**src/rtl/jk_seq_pkg.sv**
```systemverilog
// ============================================================================
// Module   : jk_seq_pkg
// Purpose  : Shared command, state and direction encodings for jk_count_sequencer.
// Revision : 1.0 - initial release
// ============================================================================
`default_nettype none

package jk_seq_pkg;

  typedef logic [1:0] op_t;
  typedef logic [1:0] state_t;

  localparam op_t OP_LOAD_LIMIT = 2'b00;
  localparam op_t OP_LOAD_COUNT = 2'b01;
  localparam op_t OP_START      = 2'b10;
  localparam op_t OP_STOP       = 2'b11;

  localparam state_t S_IDLE = 2'd0;
  localparam state_t S_RUN  = 2'd1;
  localparam state_t S_DONE = 2'd2;

  localparam logic DIR_UP = 1'b1;
  localparam logic DIR_DN = 1'b0;

endpackage

`default_nettype wire

```
**src/rtl/jk_cell.sv**
```systemverilog
// ============================================================================
// Module   : jk_cell
// Purpose  : Single JK flip-flop storage cell with synchronous active-high reset.
// Revision : 1.0 - initial release
// ============================================================================
`default_nettype none

module jk_cell (
  input  logic clk,
  input  logic reset,
  input  logic j_i,
  input  logic k_i,
  output logic q_o
);

  logic q_q;

  always_ff @(posedge clk) begin
    if (reset) begin
      q_q <= 1'b0;
    end else begin
      case ({j_i, k_i})
        2'b10:   q_q <= 1'b1;
        2'b01:   q_q <= 1'b0;
        2'b11:   q_q <= ~q_q;
        default: q_q <= q_q;
      endcase
    end
  end

  assign q_o = q_q;

endmodule

`default_nettype wire

```
**src/rtl/jk_count_sequencer.sv**
```systemverilog
// ============================================================================
// Module   : jk_count_sequencer
// Purpose  : Sequences a bank of JK cells as an up/down counter with a limit.
//            Optional auto-reload mode selected by JK_SEQ_AUTO_RELOAD_EN.
// Revision : 1.0 - initial release
// ============================================================================
`default_nettype none

module jk_count_sequencer
  import jk_seq_pkg::*;
#(
  parameter int              WIDTH     = 4,
  parameter logic [WIDTH-1:0] LIMIT_RST = {WIDTH{1'b1}}
) (
  input  logic             clk,
  input  logic             reset,
  input  logic             cmd_valid,
  output logic             cmd_ready,
  input  logic [1:0]       cmd_op,
  input  logic [WIDTH-1:0] cmd_data,
  output logic [WIDTH-1:0] count,
  output logic             busy,
  output logic             done,
  output logic             wrap,
  output logic             cmd_err
);

  localparam logic [WIDTH-1:0] C_ONE = {{(WIDTH-1){1'b0}}, 1'b1};

  state_t           state_q, state_d;
  logic [WIDTH-1:0] limit_q, limit_d;
  logic             dir_q, dir_d;
  logic             err_q, err_d;
  logic [WIDTH-1:0] j_mask, k_mask;
  logic [WIDTH-1:0] terminal, next_cnt;
  logic             accept;
`ifdef JK_SEQ_AUTO_RELOAD_EN
  logic             wrap_q, wrap_d;
  logic [WIDTH-1:0] reload;
`endif

  assign cmd_ready = ~reset & (state_q != S_DONE);
  assign accept    = cmd_valid & cmd_ready;
  assign terminal  = (dir_q == DIR_UP) ? limit_q : '0;
  assign next_cnt  = (dir_q == DIR_UP) ? count + C_ONE : count - C_ONE;
`ifdef JK_SEQ_AUTO_RELOAD_EN
  assign reload    = (dir_q == DIR_UP) ? '0 : limit_q;
`endif

  // The cells are only ever driven through J/K: loads use J=d/K=~d, counting
  // uses toggle masks, and untouched cells see J=K=0.
  always_comb begin
    state_d = state_q;
    limit_d = limit_q;
    dir_d   = dir_q;
    err_d   = 1'b0;
    j_mask  = '0;
    k_mask  = '0;
`ifdef JK_SEQ_AUTO_RELOAD_EN
    wrap_d  = 1'b0;
`endif
    case (state_q)
      S_IDLE: begin
        if (accept) begin
          case (cmd_op)
            OP_LOAD_LIMIT: limit_d = cmd_data;
            OP_LOAD_COUNT: begin
              j_mask = cmd_data;
              k_mask = ~cmd_data;
            end
            OP_START: begin
              dir_d   = cmd_data[0];
              state_d = S_RUN;
            end
            default: ;
          endcase
        end
      end
      S_RUN: begin
        if (accept && (cmd_op == OP_STOP)) begin
          state_d = S_IDLE;
        end else begin
          err_d = accept;
          if (count == terminal) begin
`ifdef JK_SEQ_AUTO_RELOAD_EN
            j_mask = count ^ reload;
            k_mask = count ^ reload;
            wrap_d = 1'b1;
`else
            state_d = S_DONE;
`endif
          end else begin
            j_mask = count ^ next_cnt;
            k_mask = count ^ next_cnt;
          end
        end
      end
      S_DONE:  state_d = S_IDLE;
      default: state_d = S_IDLE;
    endcase
  end

  always_ff @(posedge clk) begin
    if (reset) begin
      state_q <= S_IDLE;
      limit_q <= LIMIT_RST;
      dir_q   <= DIR_UP;
      err_q   <= 1'b0;
    end else begin
      state_q <= state_d;
      limit_q <= limit_d;
      dir_q   <= dir_d;
      err_q   <= err_d;
    end
  end

`ifdef JK_SEQ_AUTO_RELOAD_EN
  always_ff @(posedge clk) begin
    if (reset) wrap_q <= 1'b0;
    else       wrap_q <= wrap_d;
  end
  assign wrap = wrap_q;
`else
  assign wrap = 1'b0;
`endif

  generate
    for (genvar gi = 0; gi < WIDTH; gi++) begin : g_cell
      jk_cell u_cell (
        .clk   (clk),
        .reset (reset),
        .j_i   (j_mask[gi]),
        .k_i   (k_mask[gi]),
        .q_o   (count[gi])
      );
    end
  endgenerate

  assign busy    = (state_q == S_RUN);
  assign done    = (state_q == S_DONE);
  assign cmd_err = err_q;

endmodule

`default_nettype wire

```
**config.mk**
```make
export PLATFORM = sky130hd
export DESIGN_NAME = jk_count_sequencer
export DESIGN_NICKNAME = d
export VERILOG_FILES = /design/src/rtl/jk_seq_pkg.sv /design/src/rtl/jk_cell.sv /design/src/rtl/jk_count_sequencer.sv
export SDC_FILE = /design/constraint.sdc
export NUM_CORES = 1
export LEC_CHECK = 0
export CAP_MARGIN = 20
export CORE_UTILIZATION = 49
export DETAILED_ROUTE_END_ITERATION = 7
export PLACE_DENSITY_LB_ADDON = 0.15
export SYNTH_ARGS = -nofsm -noshare
export SYNTH_HDL_FRONTEND = slang
export SYNTH_SLANG_ARGS = --single-unit
```
**constraint.sdc**
```tcl
create_clock -name clk -period 2.4 [get_ports clk]
set_clock_uncertainty 0.05 [all_clocks]
set_input_delay 0.36 -clock clk [delete_from_list [all_inputs] [get_ports clk]]
set_output_delay 0.36 -clock clk [all_outputs]
set_load 0.02 [all_outputs]
```
; After elaboration in Yosys (flattened, before gate mapping)
; Cells that the tools add are included.
[word_totals]
wordCells = 72
reg_bits = 12
input_bits = 9
[op_classes]
n_reduce_logical = 11
n_addsub = 2
n_bitwise = 10
eq_ne = 22
mux = 19
[ops]
columns = cell, n
row1 = 4-bit two-way mux, 8
row2 = "2-bit equality test, second input constant", 11
row3 = 4-bit case mux with 2 select lines, 2
row4 = "2-bit by 1-bit equality test with 1-bit output, second input constant", 6
row5 = 1-bit case mux with 3 select lines, 4
row6 = 3-bit nonzero test, 4
row7 = 3-bit AND reduction, 3
row8 = 2-bit two-way mux, 4
row9 = 1-bit inverter, 6
row10 = "4-bit by 1-bit adder with 4-bit output, second input constant", 1
row11 = 4-bit equality test, 1
row12 = 2-bit logical NOT, 2
row13 = "2-bit inequality test, second input constant", 2
row14 = 4-bit inverter, 1
row15 = 2-bit case mux with 2 select lines, 1
row16 = "4-bit by 1-bit subtractor with 4-bit output, second input constant", 1
row17 = 4-bit XOR, 1
row18 = "3-bit by 1-bit inequality test with 1-bit output, second input constant", 1
row19 = 3-bit OR reduction, 1
row20 = 1-bit AND, 2
row21 = "2-bit by 1-bit inequality test with 1-bit output, second input constant", 1
row22 = 1-bit logical AND, 1

; Depth between registers and ports, before layout
; Gate-level depths: netlist of run 1.
[logic_depth]
depth_word = 8
mapped_depth = 8

; Cells and area by module
; Synthesis of run 1 repeated with hierarchy kept, for this count alone.
[hier_totals]
hier_cells = 91
area_unflattened_um2 = 778.2
[modules_own_cells]
columns = module, area_each_um2, cells_each, seq_area_each_um2, instances
row1 = jk_count_sequencer, 653.1, 79, 160.2, 1
row2 = jk_cell, 31.3, 3, 20.0, 4

; Worst setup path before layout of run 1
; No wires, ideal clock.
[synth_timing]
path_kind = flip-flop to flip-flop
start = register dir_q
end = register g_cell[3].u_cell.q_q
setup_time_ps = 86
path_slack_ps = 512
stages_incl_launch_ff = 9
t_arrival_ps = 1751
synth_period_minus_slack_ps = 1888
cell_sequence = dfxtp_1 -> buf_4 -> inv_1 -> ha_1 -> a21o_1 -> a21oi_1 -> xnor2_1 -> or3_1 -> a221oi_2
[synth_via]
elab_chain_cells = 7
elab_cells_between_ends = 13
classes_between = 4 x eq/ne / 7 x mux / 1 x bitwise / 1 x reduce/logical
[synth_rtl]
columns = item, line_no
row1 = from (decl), jk_count_sequencer.sv:32  ; logic dir_q, dir_d;
row2 = from (signal assigned), jk_count_sequencer.sv:112  ; dir_q <= dir_d;
row3 = 4-bit two-way mux (on tied branches), "jk_count_sequencer.sv:44, jk_count_sequencer.sv:45"
row4 = 4-bit equality test / 4-bit XOR (equally long branches), "jk_count_sequencer.sv:84, jk_count_sequencer.sv:93, jk_count_sequencer.sv:94"
row5 = 4-bit two-way mux *, jk_count_sequencer.sv:84  ; if (count == terminal) begin
row6 = 4-bit two-way mux *, jk_count_sequencer.sv:80  ; if (accept && (cmd_op == OP_STOP)) begin
row7 = 4-bit case mux with 2 select lines, jk_count_sequencer.sv:62  ; case (state_q)
row8 = 2-bit equality test / 2-bit by 1-bit equality test with 1-bit output (equally long branches), jk_cell.sv:22  ; case ({j_i, k_i})
row9 = 1-bit case mux with 3 select lines / 3-bit nonzero test (equally long branches), n/a
row10 = to (signal assigned), jk_cell.sv:25  ; 2'b11: q_q <= ~q_q;
row11 = to (signal assigned), jk_cell.sv:26  ; default: q_q <= q_q;
row12 = to (decl), jk_cell.sv:16  ; logic q_q;
; Every way passes the cells marked *; elsewhere a longest branch is shown, timed or not.
; A chain may end at the register's enable or synchronous reset.

; Worst setup path in the final report of run 1
[layout_timing]
start = input reset
end = output cmd_ready
[layout_via]
elab_chain_cells = 2
[layout_rtl]
columns = item, line_no
row1 = from (decl), jk_count_sequencer.sv:16  ; input logic reset,
row2 = 1-bit inverter, jk_count_sequencer.sv:42  ; assign cmd_ready = ~reset & (state_q != S_DONE);
row3 = 1-bit AND, jk_count_sequencer.sv:42
row4 = to (decl), jk_count_sequencer.sv:18  ; output logic cmd_ready,
; No other way between the ends.

==> summary.json, run 1 <==
{
  "synth_enable_flop_cells": {"value": 0},
  "cpPeakStageDelay": {"value": 0.61, "unit": "ns"},
  "drt-wirelength-per-cell": {"value": 14.3, "unit": "um"},
  "placeableCoreArea": {"value": 1540, "unit": "sq um"},
  "hold_buffers": {"value": 0},
  "final_util": {"value": 65.3, "unit": "%"},
  "stdcell_count": {"value": 123},
  "cpMaxStageDelayCell": {"value": "clkdlybuf4s50_1"},
  "timing.max_slew.rel_slack": {"value": 66.9, "unit": "%"},
  "r2r_cells": {"value": 6},
  "hold_class": {"value": "reg -> reg"},
  "synthTopCellsByCount": {"value": "dfxtp_1, buf_4, nand2_1, nor2_1"},
  "detailedRoute.firstIterationViolations": {"value": 21},
  "power.density": {"value": 465, "unit": "nW/um^2"},
  "initial_utilization": {"value": 53.5, "unit": "%"},
  "place_hpwl": {"value": 1.32, "unit": "mm"},
  "synthesis.area_per_instance": {"value": 8.96, "unit": "sq um"},
  "placedCellCount": {"value": 119},
  "critical_register_to_register_path_startpoint": {"value": "g_cell[1].u_cell.q_o"},
  "die-area": {"value": 1850, "unit": "sq um"},
  "number_of_fill_cells": {"value": 144},
  "synth_top_area_share": {"value": 29.1, "unit": "%"},
  "port_buffers": {"value": 16},
  "num_io_pins": {"value": 18},
  "worst_setup_hold_path_clk_slew": {"value": 0.07, "unit": "ns"},
  "min-delay-start": {"value": "g_cell[3].u_cell.q_o"},
  "ys_seq_elements": {"value": 12},
  "groute.usage.overall": {"value": 21.8, "unit": "%"},
  "seqCellArea": {"value": 240, "unit": "sq um"},
  "clock.fmax": {"value": 480, "unit": "MHz"},
  "core.rowCount": {"value": 14},
  "grt_pass1_vias": {"value": 653},
  "ctsLongestPathBuffers": {"value": 2},
  "syn_to_final_growth": {"value": 22.0, "unit": "%"},
  "drcViolationCount": {"value": 0},
  "finalHoldViolCount": {"value": 0},
  "multi_input_comb_area": {"value": 515, "unit": "sq um"},
  "worstPathRequired": {"value": 1.99, "unit": "ns"},
  "finish.net_count": {"value": 120},
  "synth.most_common_cell": {"value": "dfxtp_1"},
  "grt_max_degree": {"value": 13},
  "cts-root-buf": {"value": "clkbuf_4"},
  "via_density_per_instance": {"value": 5.98},
  "vdd_drop_max": {"value": 0.285, "unit": "mV"},
  "instance_count_of_the_mapped_netlist": {"value": 92},
  "final_antenna_net_count": {"value": 0},
  "crit_path_end_kind": {"value": "output pin"},
  "number_of_failing_setup_endpoints_in_the_final_timing_report": {"value": 0},
  "via_count": {"value": 735},
  "critPathLaunchType": {"value": "primary input"},
  "top_area_cells_in_the_synthesized_netlist": {"value": "dfxtp_1, buf_4, a211o_1"},
  "cp.arrival": {"value": 1.67, "unit": "ns"},
  "first_pass_iters": {"value": 4},
  "synth-warning-count": {"value": 0},
  "crit_cells": {"value": 4},
  "ys_seq_area_share": {"value": 29.1, "unit": "%"},
  "tritoncts_num_sinks": {"value": 12},
  "setup_repair_after_global_routing_missed_its_margin": {"value": "false"},
  "totalWireLength": {"value": 1.75, "unit": "mm"},
  "clock_latency_reported_for_the_late_side_of_the_worst_skew_pair": {"value": 0.28, "unit": "ns"},
  "fin_tns_setup": {"value": 0, "unit": "ns"},
  "max_slew.worst_pin.slew": {"value": 0.494, "unit": "ns"},
  "hold-path-cell-count": {"value": 1},
  "cts-htree-levels": {"value": 1},
  "postSynth.asyncResetShare": {"value": 0, "unit": "%"},
  "gp_routability_congestion": {"value": 0.761},
  "cp_common_cell": {"value": "clkdlybuf4s50_1"},
  "syn-num-nets": {"value": 104},
  "worstHoldEndpoint": {"value": "g_cell[3].u_cell.q_o"},
  "crit_path_cell_trace": {"value": "clkdlybuf4s50_1 > buf_4 > nor2_1 > clkdlybuf4s50_1"},
  "layout_worst_path_cycle_share": {"value": 86.9, "unit": "%"},
  "antenna_cells_inserted": {"value": 0},
  "final_layout_size_suffix_gt1_share": {"value": 13.1, "unit": "%"},
  "finalHoldWorstSlack": {"value": 0.515, "unit": "ns"},
  "mappedNetlistArea": {"value": 825, "unit": "sq um"},
  "synth.largest_area_cell": {"value": "dfxtp_1"},
  "wire_length_of_the_first_global_routing_pass": {"value": 2.98, "unit": "mm"},
  "power.leakage": {"value": 0.364, "unit": "nW"},
  "worst-path-max-fanout": {"value": 12},
  "critPathBufInv": {"value": 3},
  "tritoncts": {"value": "built"},
  "cap_violations": {"value": 0},
  "post_cts_buffers": {"value": 0},
  "grt-ovfl-total": {"value": 0},
  "slew_viol_final": {"value": 0},
  "dieHeight": {"value": 43.0, "unit": "um"},
  "synth_top_flop_cell": {"value": "dfxtp_1"},
  "path_delay_family": {"value": "buffers and inverters"},
  "cts-buffers-inserted": {"value": 3},
  "chipWidth": {"value": 43.0, "unit": "um"},
  "period_minus_slack": {"value": 2.08, "unit": "ns"},
  "regToRegEndpoint": {"value": "g_cell[3].u_cell.q_o"},
  "grt_antenna_before_repair": {"value": 0},
  "ctsResizeCount": {"value": 0},
  "synth.lib_cells_used.distinct": {"value": 38},
  "timing_worst_setup_path_type": {"value": "in -> out"},
  "status": {"value": "completed"},
  "flop2flop_setup_slack": {"value": 0.48, "unit": "ns"}
}
==> report_power, final <==
part,internal (mW),total [mW],switching (mW)
logic,0.0443,0.0878,0.0435
registers,0.206,0.216,0.0102
clock network,0.0923,0.164,0.0717
==> per-stage QoR <==
step / power, mW / instance area, sq um / setup slack (ns)
after floorplan: 0.276 / 825 / 0.512
after global placement: 0.307 / 970 / 0.266
after detailed placement: 0.308 / 970 / 0.272
after CTS: 0.471 / 1010 / 0.314
after global routing: 0.492 / 1010 / 0.240
final: 0.468 / 1010 / 0.315
==> how the worst max path moves through the flow <==
stage	startpoint	to
floorplan	dir_q	g_cell[3].u_cell.q_o
global placement	reset	g_cell[1].u_cell.q_o
detailed placement	reset	g_cell[1].u_cell.q_o
CTS	reset	cmd_ready
global route	reset	cmd_ready
finish	reset	cmd_ready
==> state kept, by name, summed over array words and instances (netlist names) <==
name / count
cmd_err: 1
limit_q: 4
dir_q: 1
state_q: 2
g_cell.u_cell.q_o: 4
==> final cells by class <==
type	count	share of cell area (%)
Multi-Input combinational cell	68	51.2
Sequential cell	12	23.9
Timing Repair Buffer	18	17.4
Clock buffer	4	3.61
Tap cell	16	1.99
Inverter	5	1.87
==> placed cells by master, fill, tap and decap left out, drive strengths merged, types with 3 or more instances in the layout <==
cell type and instances:
clkdlybuf4s50 16, nor2b 5, nand2b 3, a21oi 4, clkbuf 4, o21a 3
o21ai 3, inv 5, nand3 3, a211o 4, nor2 6, dfxtp 12
nand2 6
==> logic make-up (layout without fill, tap and decap cells) <==
logic type	Yosys count	after routing	synth area share (%)
AOI/OAI and AO/OA	23	23	24.1
buffers and inverters	12	27	8.35
and+or+nand+nor	37	37	28.2
adders and majority gates	3	3	5.46
DFF	12	12	29.1
other	1	1	0.455
xor gates and xnor gates	4	4	4.25
==> metal layers <==
| metal | GRT usage, % | wire (um) |
|---|---|---|
| met1 | 29.8 | 824 |
| met3 | 5.11 | 83 |
| met2 | 34.5 | 835 |
| met4 | 5.45 | 11 |
| met5 | 0 | 0 |
(Power assumes the default switching activity.)
==> run 2: changes to the inputs <==
--- a/config.mk
+++ b/config.mk
@@ -6,9 +6,10 @@
 export NUM_CORES = 1
 export LEC_CHECK = 0
 export CAP_MARGIN = 20
-export CORE_UTILIZATION = 49
+export CORE_UTILIZATION = 48
 export DETAILED_ROUTE_END_ITERATION = 7
 export PLACE_DENSITY_LB_ADDON = 0.15
 export SYNTH_ARGS = -nofsm -noshare
 export SYNTH_HDL_FRONTEND = slang
+export SYNTH_HIERARCHICAL = 1
 export SYNTH_SLANG_ARGS = --single-unit
==> summary.json, run 2 <==
{
  "ctsResizeCount": {"value": 0, "change": "unchanged"},
  "postSynth.asyncResetShare": {"value": 0, "unit": "%", "change": "unchanged"},
  "post_synth_and_or_nand_nor_area_fraction": {"value": 27.5, "unit": "%", "change": "-0.73 points"},
  "mappedNetlistArea": {"value": 778, "unit": "sq um", "change": "-5.6%"},
  "top_area_cells_in_the_synthesized_netlist": {"value": "dfxtp_1, a211oi_1, a211o_1"},
  "number_of_failing_setup_endpoints_in_the_final_timing_report": {"value": 0, "change": "unchanged"},
  "syn_to_final_growth": {"value": 29.6, "unit": "%"},
  "worst-path-max-fanout": {"value": 7, "change": "-5"},
  "num_io_pins": {"value": 18, "change": "unchanged"},
  "wire_length_of_the_first_global_routing_pass": {"value": 3.12, "unit": "mm", "change": "+4.6%"},
  "finalHoldViolCount": {"value": 0, "change": "unchanged"},
  "synth.largest_area_cell": {"value": "dfxtp_1"},
  "final_util": {"value": 66.9, "unit": "%", "change": "+1.7 points"},
  "clock_latency_reported_for_the_late_side_of_the_worst_skew_pair": {"value": 0.27, "unit": "ns", "change": "about the same"},
  "critical_path.startpoint": {"value": "reset"},
  "period_minus_slack": {"value": 2.12, "unit": "ns", "change": "+0.0338 ns"},
  "grt_pass1_vias": {"value": 711, "change": "+8.9%"},
  "die-area": {"value": 1790, "unit": "sq um", "change": "-3.5%"},
  "antenna_cells_inserted": {"value": 0, "change": "unchanged"},
  "ys_seq_area_share": {"value": 30.9, "unit": "%", "change": "+1.7 points"},
  "first_pass_iters": {"value": 4, "change": "unchanged"},
  "dieHeight": {"value": 42.3, "unit": "um", "change": "-1.8%"},
  "power.leakage": {"value": 0.393, "unit": "nW", "change": "+8.0%"},
  "slew_viol_final": {"value": 0, "change": "unchanged"},
  "power.density": {"value": 556, "unit": "nW/um^2", "change": "+19%"},
  "tritoncts_num_sinks": {"value": 12, "change": "unchanged"},
  "hold_class": {"value": "reg -> reg"},
  "via_density_per_instance": {"value": 5.85, "change": "-2.1%"},
  "fin_tns_setup": {"value": 0, "unit": "ns", "change": "unchanged"},
  "drcViolationCount": {"value": 0, "change": "unchanged"},
  "synthTopCellsByCount": {"value": "dfxtp_1, nand2_1, nor2_1"},
  "tritoncts": {"value": "built"},
  "grt-ovfl-total": {"value": 0, "change": "unchanged"},
  "crit_path_end_kind": {"value": "output pin"},
  "synthesis.area_per_instance": {"value": 8.55, "unit": "sq um", "change": "-4.6%"},
  "final_common_cell": {"value": "clkdlybuf4s50_1"},
  "synth.most_common_cell": {"value": "dfxtp_1"},
  "place_hpwl": {"value": 1.32, "unit": "mm", "change": "about the same"},
  "clock.fmax": {"value": 472, "unit": "MHz", "change": "-1.6%"},
  "initial_utilization": {"value": 51.7, "unit": "%", "change": "-1.8 points"},
  "syn-num-nets": {"value": 103, "change": "-0.96%"},
  "cts-buffers-inserted": {"value": 3, "change": "unchanged"},
  "drt-wirelength-per-cell": {"value": 13.5, "unit": "um", "change": "-5.4%"},
  "synth.lib_cells_used.distinct": {"value": 34, "change": "-11%"},
  "synth_enable_flop_cells": {"value": 0, "change": "unchanged"},
  "grt_antenna_before_repair": {"value": 0, "change": "unchanged"},
  "totalWireLength": {"value": 1.74, "unit": "mm", "change": "-0.74%"},
  "most-common-layout-cells": {"value": "clkdlybuf4s50_1, dfxtp_1, nor2_1, nand2_1"},
  "adder_and_majority_gate_portion_of_the_synthesized_area": {"value": 5.79, "unit": "%", "change": "+0.32 points"},
  "post-route-cell-area": {"value": 1010, "unit": "sq um", "change": "+0.25%"},
  "detailedRoute.firstIterationViolations": {"value": 23, "change": "+9.5%"},
  "port_buffers": {"value": 16, "change": "unchanged"},
  "cts-htree-levels": {"value": 1, "change": "unchanged"},
  "compound_gate_fraction_of_synth_area": {"value": 23.2, "unit": "%", "change": "-0.98 points"},
  "placeableCoreArea": {"value": 1510, "unit": "sq um", "change": "-2.3%"},
  "min-delay-start": {"value": "g_cell[3].u_cell/q_o"},
  "groute.usage.overall": {"value": 23.1, "unit": "%", "change": "+1.3 points"},
  "stdcell_count": {"value": 129, "change": "+4.9%"},
  "synth_top_flop_cell": {"value": "dfxtp_1"},
  "xor_xnor_fraction_of_synth_area": {"value": 6.75, "unit": "%", "change": "+2.5 points"},
  "hold_buffers": {"value": 0, "change": "unchanged"},
  "core.rowCount": {"value": 14, "change": "unchanged"},
  "finalHoldWorstSlack": {"value": 0.519, "unit": "ns", "change": "+0.00465 ns"},
  "synth_top_area_share": {"value": 30.9, "unit": "%", "change": "+1.7 points"},
  "gp_routability_congestion": {"value": 0.798, "change": "+4.9%"},
  "wl_met2": {"value": 825, "unit": "um", "change": "-1.2%"},
  "status": {"value": "completed"},
  "layout_worst_path_cycle_share": {"value": 88.3, "unit": "%", "change": "+1.4 points"},
  "cp.arrival": {"value": 1.71, "unit": "ns", "change": "+0.04 ns"},
  "placed_area": {"value": 986, "unit": "sq um", "change": "+1.7%"},
  "worst_setup_hold_path_clk_slew": {"value": 0.07, "unit": "ns", "change": "about the same"},
  "ctsLongestPathBuffers": {"value": 2, "change": "unchanged"},
  "setup_repair_after_global_routing_missed_its_margin": {"value": "false"},
  "critPathLaunchType": {"value": "primary input"},
  "worstPathRequired": {"value": 1.99, "unit": "ns", "change": "about the same"},
  "detailroute.wirelength.met3": {"value": 80, "unit": "um", "change": "-3.6%"},
  "grt_max_degree": {"value": 11, "change": "-2"},
  "final_antenna_net_count": {"value": 0, "change": "unchanged"},
  "placedCellCount": {"value": 126, "change": "+5.9%"},
  "wirelength_met1": {"value": 823, "unit": "um", "change": "-0.12%"},
  "instance_count_of_the_mapped_netlist": {"value": 91, "change": "-1.1%"},
  "top_layer": {"value": "met4"},
  "post_cts_buffers": {"value": 0, "change": "unchanged"},
  "vdd_drop_max": {"value": 0.343, "unit": "mV", "change": "+20%"},
  "proportion_of_synthesized_area_in_mux_cells": {"value": 1.29, "unit": "%", "change": "+1.3 points"},
  "synth-warning-count": {"value": 6, "change": "+6"},
  "final_layout_size_suffix_gt1_share": {"value": 10.6, "unit": "%", "change": "-2.5 points"},
  "ys_seq_elements": {"value": 12, "change": "unchanged"},
  "chipWidth": {"value": 42.3, "unit": "um", "change": "-1.8%"},
  "cts-root-buf": {"value": "clkbuf_4"},
  "via_count": {"value": 755, "change": "+2.7%"},
  "finish.net_count": {"value": 127, "change": "+5.8%"},
  "critical_register_to_register_path_startpoint": {"value": "dir_q"},
  "timing_worst_setup_path_type": {"value": "in -> out"},
  "cap_violations": {"value": 0, "change": "unchanged"},
  "main_combinational_cell_family_by_area_after_synthesis": {"value": "simple AND/OR/NAND/NOR gates"}
}
==> run 2: critical path: stages <==
cell	delay, ns
clkdlybuf4s50_1	0.46
buf_4	0.19
nor2_1	0.10
clkdlybuf4s50_1	0.60
==> run 2: final cells by class <==
cell class / instances / area (sq um)
clock buffer: 3 / 22.5
fill: 133 / 498
inverter: 4 / 15.0
multi-input combinational: 72 / 505
sequential: 12 / 240
tap: 16 / 20.0
timing repair buffer: 22 / 205
==> run 2: power by group <==
group	total (mW)	internal, mW	switching, mW
Combinational	0.200	0.101	0.0992
Clock	0.118	0.0580	0.0600
Sequential	0.242	0.215	0.0273
==> run 2: cell families (layout without fill, tap and decap cells) <==
kind of cell               Yosys count  after routing
DFF                                 12             12
xor gates and xnor gates             6              6
AOI/OAI and AO/OA                   26             26
other                                1              1
and+or+nand+nor                     35             35
adders and majority gates            3              3
muxes                                1              1
buffers and inverters                7             29
==> run 2: path summary, 6_finish.rpt <==
check / endpoint / slack, ns / cells past startpoint
worst max-delay path: cmd_ready / 0.28 / 4
worst min-delay path: g_cell[3].u_cell/q_o / 0.52 / 1
worst max register to register: g_cell[3].u_cell/q_o / 0.49 / 7
worst min register to register: g_cell[3].u_cell/q_o / 0.52 / 1
==> run 2: per-layer routing <==
| layer | up-vias | global-route usage [%] |
|---|---|---|
| li1 | 375 | - |
| met1 | 363 | 31.5 |
| met2 | 15 | 35.1 |
| met3 | 2 | 7.76 |
| met4 | 0 | 5.63 |
| met5 | - | 0 |
==> run 2: per-stage QoR <==
step	total power, mW	worst slack, ns
after floorplan	0.367	0.561
after global placement	0.440	0.192
after detailed placement	0.446	0.167
after CTS	0.567	0.272
after global routing	0.602	0.220
final	0.561	0.282
==> run 3: changes to the inputs <==
--- a/config.mk
+++ b/config.mk
@@ -6,7 +6,7 @@
 export NUM_CORES = 1
 export LEC_CHECK = 0
 export CAP_MARGIN = 20
-export CORE_UTILIZATION = 48
+export CORE_UTILIZATION = 45
 export DETAILED_ROUTE_END_ITERATION = 7
 export PLACE_DENSITY_LB_ADDON = 0.15
 export SYNTH_ARGS = -nofsm -noshare
==> summary.json, run 3 (synthesized netlist as in run 2, its figures left out) <==
{
  "status": {"value": "finished, violations left"},
  "violations": {"value": "DRC"},
  "tritoncts": {"value": "built"},
  "fin_tns_setup": {"value": 0, "unit": "ns", "change": "unchanged"},
  "slew_viol_final": {"value": 0, "change": "unchanged"},
  "ctsLongestPathBuffers": {"value": 2, "change": "unchanged"},
  "final_common_cell": {"value": "clkdlybuf4s50_1"},
  "post-route-cell-area": {"value": 1010, "unit": "sq um", "change": "-0.12%"},
  "min-delay-start": {"value": "g_cell[3].u_cell/q_o"},
  "number_of_fill_cells": {"value": 125, "change": "-6.0%"},
  "finish.net_count": {"value": 125, "change": "-1.6%"},
  "port_buffers": {"value": 16, "change": "unchanged"},
  "power.density": {"value": 599, "unit": "nW/um^2", "change": "+7.8%"},
  "first_pass_iters": {"value": 6, "change": "+2"},
  "most-common-layout-cells": {"value": "clkdlybuf4s50_1, dfxtp_1, nor2_1, nand2_1"},
  "antenna_cells_inserted": {"value": 0, "change": "unchanged"},
  "critPathLaunchType": {"value": "primary input"},
  "grt_max_degree": {"value": 11, "change": "unchanged"},
  "placeableCoreArea": {"value": 1560, "unit": "sq um", "change": "+3.5%"},
  "totalWireLength": {"value": 1.67, "unit": "mm", "change": "-4.1%"},
  "detailedRoute.firstIterationViolations": {"value": 28, "change": "+22%"},
  "wire_length_of_the_first_global_routing_pass": {"value": 2.85, "unit": "mm", "change": "-8.6%"},
  "timing_worst_setup_path_type": {"value": "in -> out"},
  "finalHoldViolCount": {"value": 0, "change": "unchanged"},
  "grt_pass1_vias": {"value": 665, "change": "-6.5%"},
  "chipWidth": {"value": 43.6, "unit": "um", "change": "+3.1%"},
  "setup_repair_after_global_routing_missed_its_margin": {"value": "false"},
  "worst-path-max-fanout": {"value": 6, "change": "-1"},
  "final_layout_size_suffix_gt1_share": {"value": 9.82, "unit": "%", "change": "-0.80 points"},
  "grt-ovfl-total": {"value": 0, "change": "unchanged"},
  "vdd_drop_max": {"value": 0.318, "unit": "mV", "change": "-7.5%"},
  "r2r_cells": {"value": 7, "change": "unchanged"},
  "layout_worst_path_cycle_share": {"value": 84.4, "unit": "%", "change": "-3.8 points"},
  "place_hpwl": {"value": 1.27, "unit": "mm", "change": "-3.9%"},
  "via_count": {"value": 725, "change": "-4.0%"},
  "cts-root-buf": {"value": "clkbuf_4"},
  "final_antenna_net_count": {"value": 0, "change": "unchanged"},
  "placed_area": {"value": 971, "unit": "sq um", "change": "-1.5%"},
  "drt-wirelength-per-cell": {"value": 13.0, "unit": "um", "change": "-3.3%"},
  "clock.fmax": {"value": 494, "unit": "MHz", "change": "+4.6%"},
  "worstHoldEndpoint": {"value": "g_cell[3].u_cell/q_o"},
  "syn_to_final_growth": {"value": 29.4, "unit": "%"},
  "hold_buffers": {"value": 0, "change": "unchanged"},
  "worstPathRequired": {"value": 1.99, "unit": "ns", "change": "about the same"},
  "setup_ws": {"value": 0.374, "unit": "ns", "change": "+0.0923 ns"},
  "worst_setup_hold_path_clk_slew": {"value": 0.08, "unit": "ns", "change": "about the same"},
  "period_minus_slack": {"value": 2.03, "unit": "ns", "change": "-0.0923 ns"},
  "drcViolationCount": {"value": 2, "change": "+2"},
  "hold_class": {"value": "reg -> reg"},
  "gp_routability_congestion": {"value": 0.811, "change": "+1.7%"},
  "seqCellArea": {"value": 240, "unit": "sq um", "change": "unchanged"},
  "die-area": {"value": 1900, "unit": "sq um", "change": "+6.3%"},
  "groute.usage.overall": {"value": 20.3, "unit": "%", "change": "-2.8 points"},
  "hold-path-cell-count": {"value": 1, "change": "unchanged"},
  "num_io_pins": {"value": 18, "change": "unchanged"},
  "cp.arrival": {"value": 1.62, "unit": "ns", "change": "-0.09 ns"},
  "grt_antenna_before_repair": {"value": 0, "change": "unchanged"},
  "critical_register_to_register_path_startpoint": {"value": "dir_q"},
  "cap_violations": {"value": 0, "change": "unchanged"},
  "post_cts_buffers": {"value": 0, "change": "unchanged"},
  "number_of_failing_setup_endpoints_in_the_final_timing_report": {"value": 0, "change": "unchanged"},
  "clock_latency_reported_for_the_late_side_of_the_worst_skew_pair": {"value": 0.28, "unit": "ns", "change": "about the same"},
  "multi_input_comb_area": {"value": 505, "unit": "sq um", "change": "unchanged"},
  "crit_path_end_kind": {"value": "output pin"},
  "regToRegEndpoint": {"value": "g_cell[3].u_cell/q_o"},
  "tritoncts_num_sinks": {"value": 12, "change": "unchanged"},
  "ctsResizeCount": {"value": 0, "change": "unchanged"},
  "core.rowCount": {"value": 14, "change": "unchanged"},
  "via_density_per_instance": {"value": 5.66, "change": "-3.2%"},
  "flop2flop_setup_slack": {"value": 0.51, "unit": "ns", "change": "+0.02 ns"},
  "power.leakage": {"value": 0.390, "unit": "nW", "change": "-0.62%"},
  "dieHeight": {"value": 43.6, "unit": "um", "change": "+3.1%"},
  "initial_utilization": {"value": 49.9, "unit": "%", "change": "-1.7 points"},
  "cts-buffers-inserted": {"value": 3, "change": "unchanged"},
  "cts-htree-levels": {"value": 1, "change": "unchanged"},
  "pre_cts_ws": {"value": 0.136, "unit": "ns", "change": "-0.0305 ns"}
}
run 3: cell types whose count changed in the layout (fill, tap and decap cells not counted), sizes merged:
| cell | change |
|---|---|
| clkbuf | +1 |
| buf | -2 |
run 3: worst max-delay path by stage:
stage	from	end	slack (ns)	depth (start not counted)
after floorplan	g_cell[1].u_cell/q_o	g_cell[2].u_cell/q_o	0.56	6
after global placement	reset	g_cell[1].u_cell/q_o	0.17	8
after detailed placement	reset	g_cell[2].u_cell/q_o	0.14	8
after CTS	reset	cmd_ready	0.38	3
after global routing	reset	g_cell[1].u_cell/q_o	0.28	8
final	reset	cmd_ready	0.37	3
run 3: final cells by class:
type	count	share of cell area, %
multi-input cells	72	50.2
clock buffers	4	3.60
flip-flops and latches	12	23.9
repair buffers	20	18.9
well taps	16	1.99
inverters	4	1.49
run 3: per-layer routing:
metal,part of all wire (%),global-route usage (%)
met1,46,27.4
met2,47,32.2
met3,6.0,3.75
met4,1.0,7.50
met5,0,0
run 3: critical path, stage by stage:
cell and delay (ns):
clkdlybuf4s50_1 0.50, nor2_1 0.15, clkdlybuf4s50_1 0.61
run 3: power breakdown:
group          switching (mW)  internal [mW]  total, mW
logic                  0.0955         0.0987      0.194
clock network          0.0749         0.0923      0.167
registers              0.0274          0.215      0.242
total                   0.198          0.406      0.604
run 3: metrics by stage:
stage,std cells,hold WS (ns),utilization [%],total power [mW]
final,128,0.497,64.6,0.604
after global routing,128,0.553,64.6,0.647
after global placement,124,0.484,62.3,0.437
after CTS,128,0.497,64.6,0.609
after floorplan,91,0.388,-,0.367
after detailed placement,124,0.485,62.3,0.441
==> RTL change 1 (settings of run 1) <==
Register the output `cmd_err` once more, cleared by the reset; this adds one clock of latency there. The other outputs are not delayed to match.
--- a/src/rtl/jk_count_sequencer.sv
+++ b/src/rtl/jk_count_sequencer.sv
@@ -140,3 +140,9 @@
   assign done    = (state_q == S_DONE);
-  assign cmd_err = err_q;
+  always_ff @(posedge clk) begin
+    if (reset) begin
+      cmd_err <= '0;
+    end else begin
+      cmd_err <= err_q;
+    end
+  end
 
Check against the original RTL: not equivalent (a bounded check fails within 4 cycles, from zero or initial values and one cycle with reset high).
==> RTL change 1 against run 1 <==
  * The run now ends with design-rule violations left
  * Area after synthesis increased by 3.2%
  * Sequential cell count is 1 higher
  * Worst hold slack lost 0.10 ns
  * Worst setup slack improved by 0.023 ns
  * Global-route usage about the same
  * Routed wire length increased by 1.5%
  * Utilization up 0.39 points
  * Sequential share of layout area up 1.5 points
  * Final area grew 1.7%
  * Critical endpoint is now g_cell[3].u_cell.q_o$_SDFFE_PP0P_
Power is not compared: it rests on default switching activity, and its combinational part moved more than twofold at a synthesized area within 25%.
==> RTL change 1: results (changes against run 1) <==
* Arrival time reported for the critical path endpoint at 2.22 ns (was 1.67 ns)
* Half-perimeter wire length of the detailed placement result at 1375 um (was 1324 um)
* Register-to-register setup slack at 0.34 ns (was 0.48 ns)
* Antenna violations before repair at 0 (unchanged)
* Register-to-Register Path Depth at 7 (was 6)
* List of most frequent post-synthesis cells: 13 x sky130_fd_sc_hd__dfxtp_1, 6 x sky130_fd_sc_hd__buf_4, 6 x sky130_fd_sc_hd__inv_1, 6 x sky130_fd_sc_hd__nand2_1, 6 x sky130_fd_sc_hd__nor2b_1 (was 12 x sky130_fd_sc_hd__dfxtp_1, 6 x sky130_fd_sc_hd__buf_4, 6 x sky130_fd_sc_hd__nand2_1, 6 x sky130_fd_sc_hd__nor2_1)
* Router iterations before antenna repair at 6 (was 4)
* CTS max path bufs at 2 (unchanged)
* Proportion of synthesized chip area in sequential cells at 30.59% (was 29.14%)
* Count of vias placed by the detailed router at 755 (was 735)
* Hold slack at 0.4129 ns (was 0.5147 ns)
* Average instance area after synthesis at 8.956 um2 (was 8.962 um2)
* Cells taking the most area after synthesis: sky130_fd_sc_hd__dfxtp_1 31%, sky130_fd_sc_hd__buf_4 5.3%, sky130_fd_sc_hd__nor2b_1 4.4% (was sky130_fd_sc_hd__dfxtp_1 29%, sky130_fd_sc_hd__buf_4 5.5%, sky130_fd_sc_hd__a211o_1 4.2%)
* Total global routing track utilization at 21.76% (was 21.80%)
* Number of global-route vias before repair at 674 (was 653)
* Worst stage delay on the critical path at 0.55 ns (was 0.61 ns)
* Result of the run: complete, but fails checks (was complete, no violations)
* Placed cell count at 122 (was 119)
* Total wire length after detailed routing at 1780 um (was 1754 um)
* IO buf count at 16 (unchanged)
* Distinct cell type count after synthesis at 40 (was 38)
* Final RePlAce weighted congestion at 0.8684 (was 0.7607)
* Layout cell share with drive strength beyond 1 at 12.73% (was 13.08%)
* DRC violations left at 1 (was 0)
* Failing checks: design-rule violations
* Most common flop cell mapped by yosys: sky130_fd_sc_hd__dfxtp_1 (unchanged)
* Warnings, synthesis at 0 (unchanged)
* Clock Pin Slew Worst Setup and Hold Paths at 0.08 ns
* Library cell used as clock root buffer: sky130_fd_sc_hd__clkbuf_4 (unchanged)
* Master of the slowest instance on the critical path: sky130_fd_sc_hd__dfxtp_1 (was sky130_fd_sc_hd__clkdlybuf4s50_1)
* Area of placed instances at 997.2 um2 (was 969.7 um2)
* Wire length of the first global-routing pass at 2994 um (was 2980 um)
* Net switching fraction of the power at 33.46%
* Syn_nets at 107 (was 104)
* Via density per instance at 5.992 (was 5.976)
* Top Family by Delay on Critical Path: flip-flops (was buffers and inverters)
* Detailed Route Iter0 Violations at 17 (was 21)
* Maximum fanout along the worst path at 10 (was 12)
RTL change 1: changes by cell type in the layout (fill, tap and decap cells not counted), moves of 2 or more:
cell,before,now
sky130_fd_sc_hd__a211oi_2,0,2
sky130_fd_sc_hd__and4bb_2,0,2
sky130_fd_sc_hd__a2111oi_2,2,0
sky130_fd_sc_hd__o21a_1,3,0
sky130_fd_sc_hd__nand4_1,2,0
RTL change 1: path summary, 6_finish.rpt:
check	from	to
worst max-delay path	dir_q$_SDFFE_PP1P_	g_cell[3].u_cell.q_o$_SDFFE_PP0P_
worst min-delay path	err_q$_SDFF_PP0_	cmd_err$_SDFF_PP0_
worst max register to register	dir_q$_SDFFE_PP1P_	g_cell[3].u_cell.q_o$_SDFFE_PP0P_
worst min register to register	err_q$_SDFF_PP0_	cmd_err$_SDFF_PP0_
RTL change 1: routing by layer:
layer,vias up,GRT usage [%],wire [um]
li1,375,-,-
met1,345,27.06,760
met2,31,34.93,881
met3,4,7.500,114
met4,0,7.500,23
met5,-,0,0
RTL change 1: final cells by class:
type	count	area, um2
Clock buffer	4	26.28
Fill cell	141	535.5
Inverter	6	22.52
Multi-Input combinational cell	69	519.2
Sequential cell	13	260.3
Tap cell	16	20.02
Timing Repair Buffer	18	175.2
RTL change 1: logic make-up after synthesis:
| logic type | after synthesis | share of synthesized area [%] |
|---|---|---|
| AO/OA/AOI/OAI | 25 | 25.00 |
| flip-flops | 13 | 30.59 |
| other | 1 | 0.4408 |
| buffers and inverters | 13 | 8.381 |
| adder cells (fa/ha/maj) | 3 | 5.294 |
| XOR/XNOR | 4 | 4.118 |
| AND/OR/NAND/NOR | 36 | 26.18 |
RTL change 1: power groups by stage:
| stage | logic (W) | registers [W] | clock network, W |
|---|---|---|---|
| CTS | 0.000186 | 0.000260 | 0.000144 |
| detailed placement | 0.000184 | 0.000265 | 0 |
| global placement | 0.000178 | 0.000265 | 0 |
| global route | 0.000203 | 0.000265 | 0.000158 |
| finish | 0.000185 | 0.000261 | 0.000140 |
| floorplan | 0.000139 | 0.000258 | 0 |
RTL change 1: through the flow:
stage / power [W] / setup WS [ns]
6_report: 0.0005853 / 0.3390
5_1_grt: 0.0006257 / 0.2299
4_1_cts: 0.0005901 / 0.3207
3_5_place_dp: 0.0004495 / 0.1340
3_3_place_gp: 0.0004433 / 0.2523
2_1_floorplan: 0.0003963 / 0.6208
==> RTL change 2 (config.mk and constraints of run 1) <==
Made on the original files. Change the parameter `WIDTH` from 4 to 3.
--- a/src/rtl/jk_count_sequencer.sv
+++ b/src/rtl/jk_count_sequencer.sv
@@ -11,3 +11,3 @@
 #(
-  parameter int              WIDTH     = 4,
+  parameter int              WIDTH     = 3,
   parameter logic [WIDTH-1:0] LIMIT_RST = {WIDTH{1'b1}}
Interface: changed (resized cmd_data and count); port bits go from 18 to 16. The function was not compared with the original's and may differ.
==> RTL change 2 against run 1 <==
  * Maximum frequency fell by 3.3%
  * Sequential cell count is 2 lower
  * Final area down 20%
  * Via count decreased by 24%
  * Worst setup slack got worse by 0.072 ns
  * Worst hold slack lost 0.0096 ns
  * Cell count fell by 19%
  * Critical path depth is 1 lower
  * Routed wire length fell by 26%
  * Total power grew 11%
  * Area after synthesis fell by 23%
  * Critical path type is now flip-flop to output port
==> RTL change 2: results (changes against run 1) <==
* Proportion of synthesized chip area in sequential cells at 31.56% (was 29.14%)
* Maximum number of pins on one net before global-route repair at 10 (was 13)
* Distinct cell type count after synthesis at 32 (was 38)
* Total global routing track utilization at 21.87% (was 21.80%)
* Worst setup timing slack at the placement stage at 0.1737 ns (was 0.2716 ns)
* Synth Area in XOR/XNOR at 5.523% (was 4.249%)
* Launch point of the worst hold path: g_cell[1].u_cell.q_o$_SDFFE_PP0P_ (was g_cell[3].u_cell.q_o$_SDFFE_PP0P_)
* Gate count of the mapped netlist at 72 (was 92)
* Worst supply voltage drop on vdd at 0.0005184 V (was 0.0002849 V)
* Worst Hold Path EP: g_cell[1].u_cell.q_o$_SDFFE_PP0P_ (was g_cell[3].u_cell.q_o$_SDFFE_PP0P_)
* Final RePlAce weighted congestion at 0.7657 (was 0.7607)
* Met3 Use GR at 5.233% (was 5.106%)
* Synth Area in Compound Gates at 27.02% (was 24.13%)
* Via density per instance at 5.590 (was 5.976)
* Maximum fanout along the worst path at 6 (was 12)
* Half-perimeter wire length of the detailed placement result at 948.2 um (was 1324 um)
* Layout cell share with drive strength beyond 1 at 10.47% (was 13.08%)
* Result of the run: complete, no violations (unchanged)
* Register-to-Register Path Depth at 5 (was 6)
* Static leakage at 0.2856 nW (was 0.3635 nW)
* Number of global-route vias before repair at 496 (was 653)
* FMAX at 0.4637 GHz (was 0.4797 GHz)
* Mean routed wirelength per cell at 12.90 um (was 14.26 um)
* Wire length of the first global-routing pass at 2125 um (was 2980 um)
* Cells taking the most area after synthesis: sky130_fd_sc_hd__dfxtp_1 32%, sky130_fd_sc_hd__buf_4 4.7%, sky130_fd_sc_hd__a2111oi_4 4.3% (was sky130_fd_sc_hd__dfxtp_1 29%, sky130_fd_sc_hd__buf_4 5.5%, sky130_fd_sc_hd__a211o_1 4.2%)
* Adder-Cell Fraction of Synth Area at 3.156% (was 5.463%)
* RR Endpoint: g_cell[1].u_cell.q_o$_SDFFE_PP0P_ (was g_cell[3].u_cell.q_o$_SDFFE_PP0P_)
* Count of vias placed by the detailed router at 559 (was 735)
==> RTL change 2: report_power, final <==
group,switching [W],internal [W],leakage [nW]
Combinational,0.0000809,0.0000834,0.183
Sequential,0.0000188,0.000179,0.0815
Clock,0.0000646,0.0000922,0.0210
==> RTL change 2: cell type report <==
| cell class | instances | area, um2 | share of cell area (%) |
|---|---|---|---|
| sequential | 10 | 200.2 | 24.96 |
| timing repair buffer | 15 | 147.6 | 18.41 |
| clock buffer | 4 | 36.28 | 4.524 |
| tap | 14 | 17.52 | 2.184 |
| multi-input combinational | 53 | 385.4 | 48.05 |
| inverter | 4 | 15.01 | 1.872 |
==> RTL change 2: cells by family after synthesis <==
group	after synthesis
DFF	10
xor gates and xnor gates	4
and+or+nand+nor	27
buffers and inverters	9
other	1
adders and majority gates	1
AOI/OAI and AO/OA	20
==> RTL change 2: metal layers <==
layer | part of all wire (%) | up-vias
met5 | 0 | -
met4 | 0.85 | 0
met3 | 7.0 | 2
met2 | 43 | 25
met1 | 49 | 248
li1 | - | 284
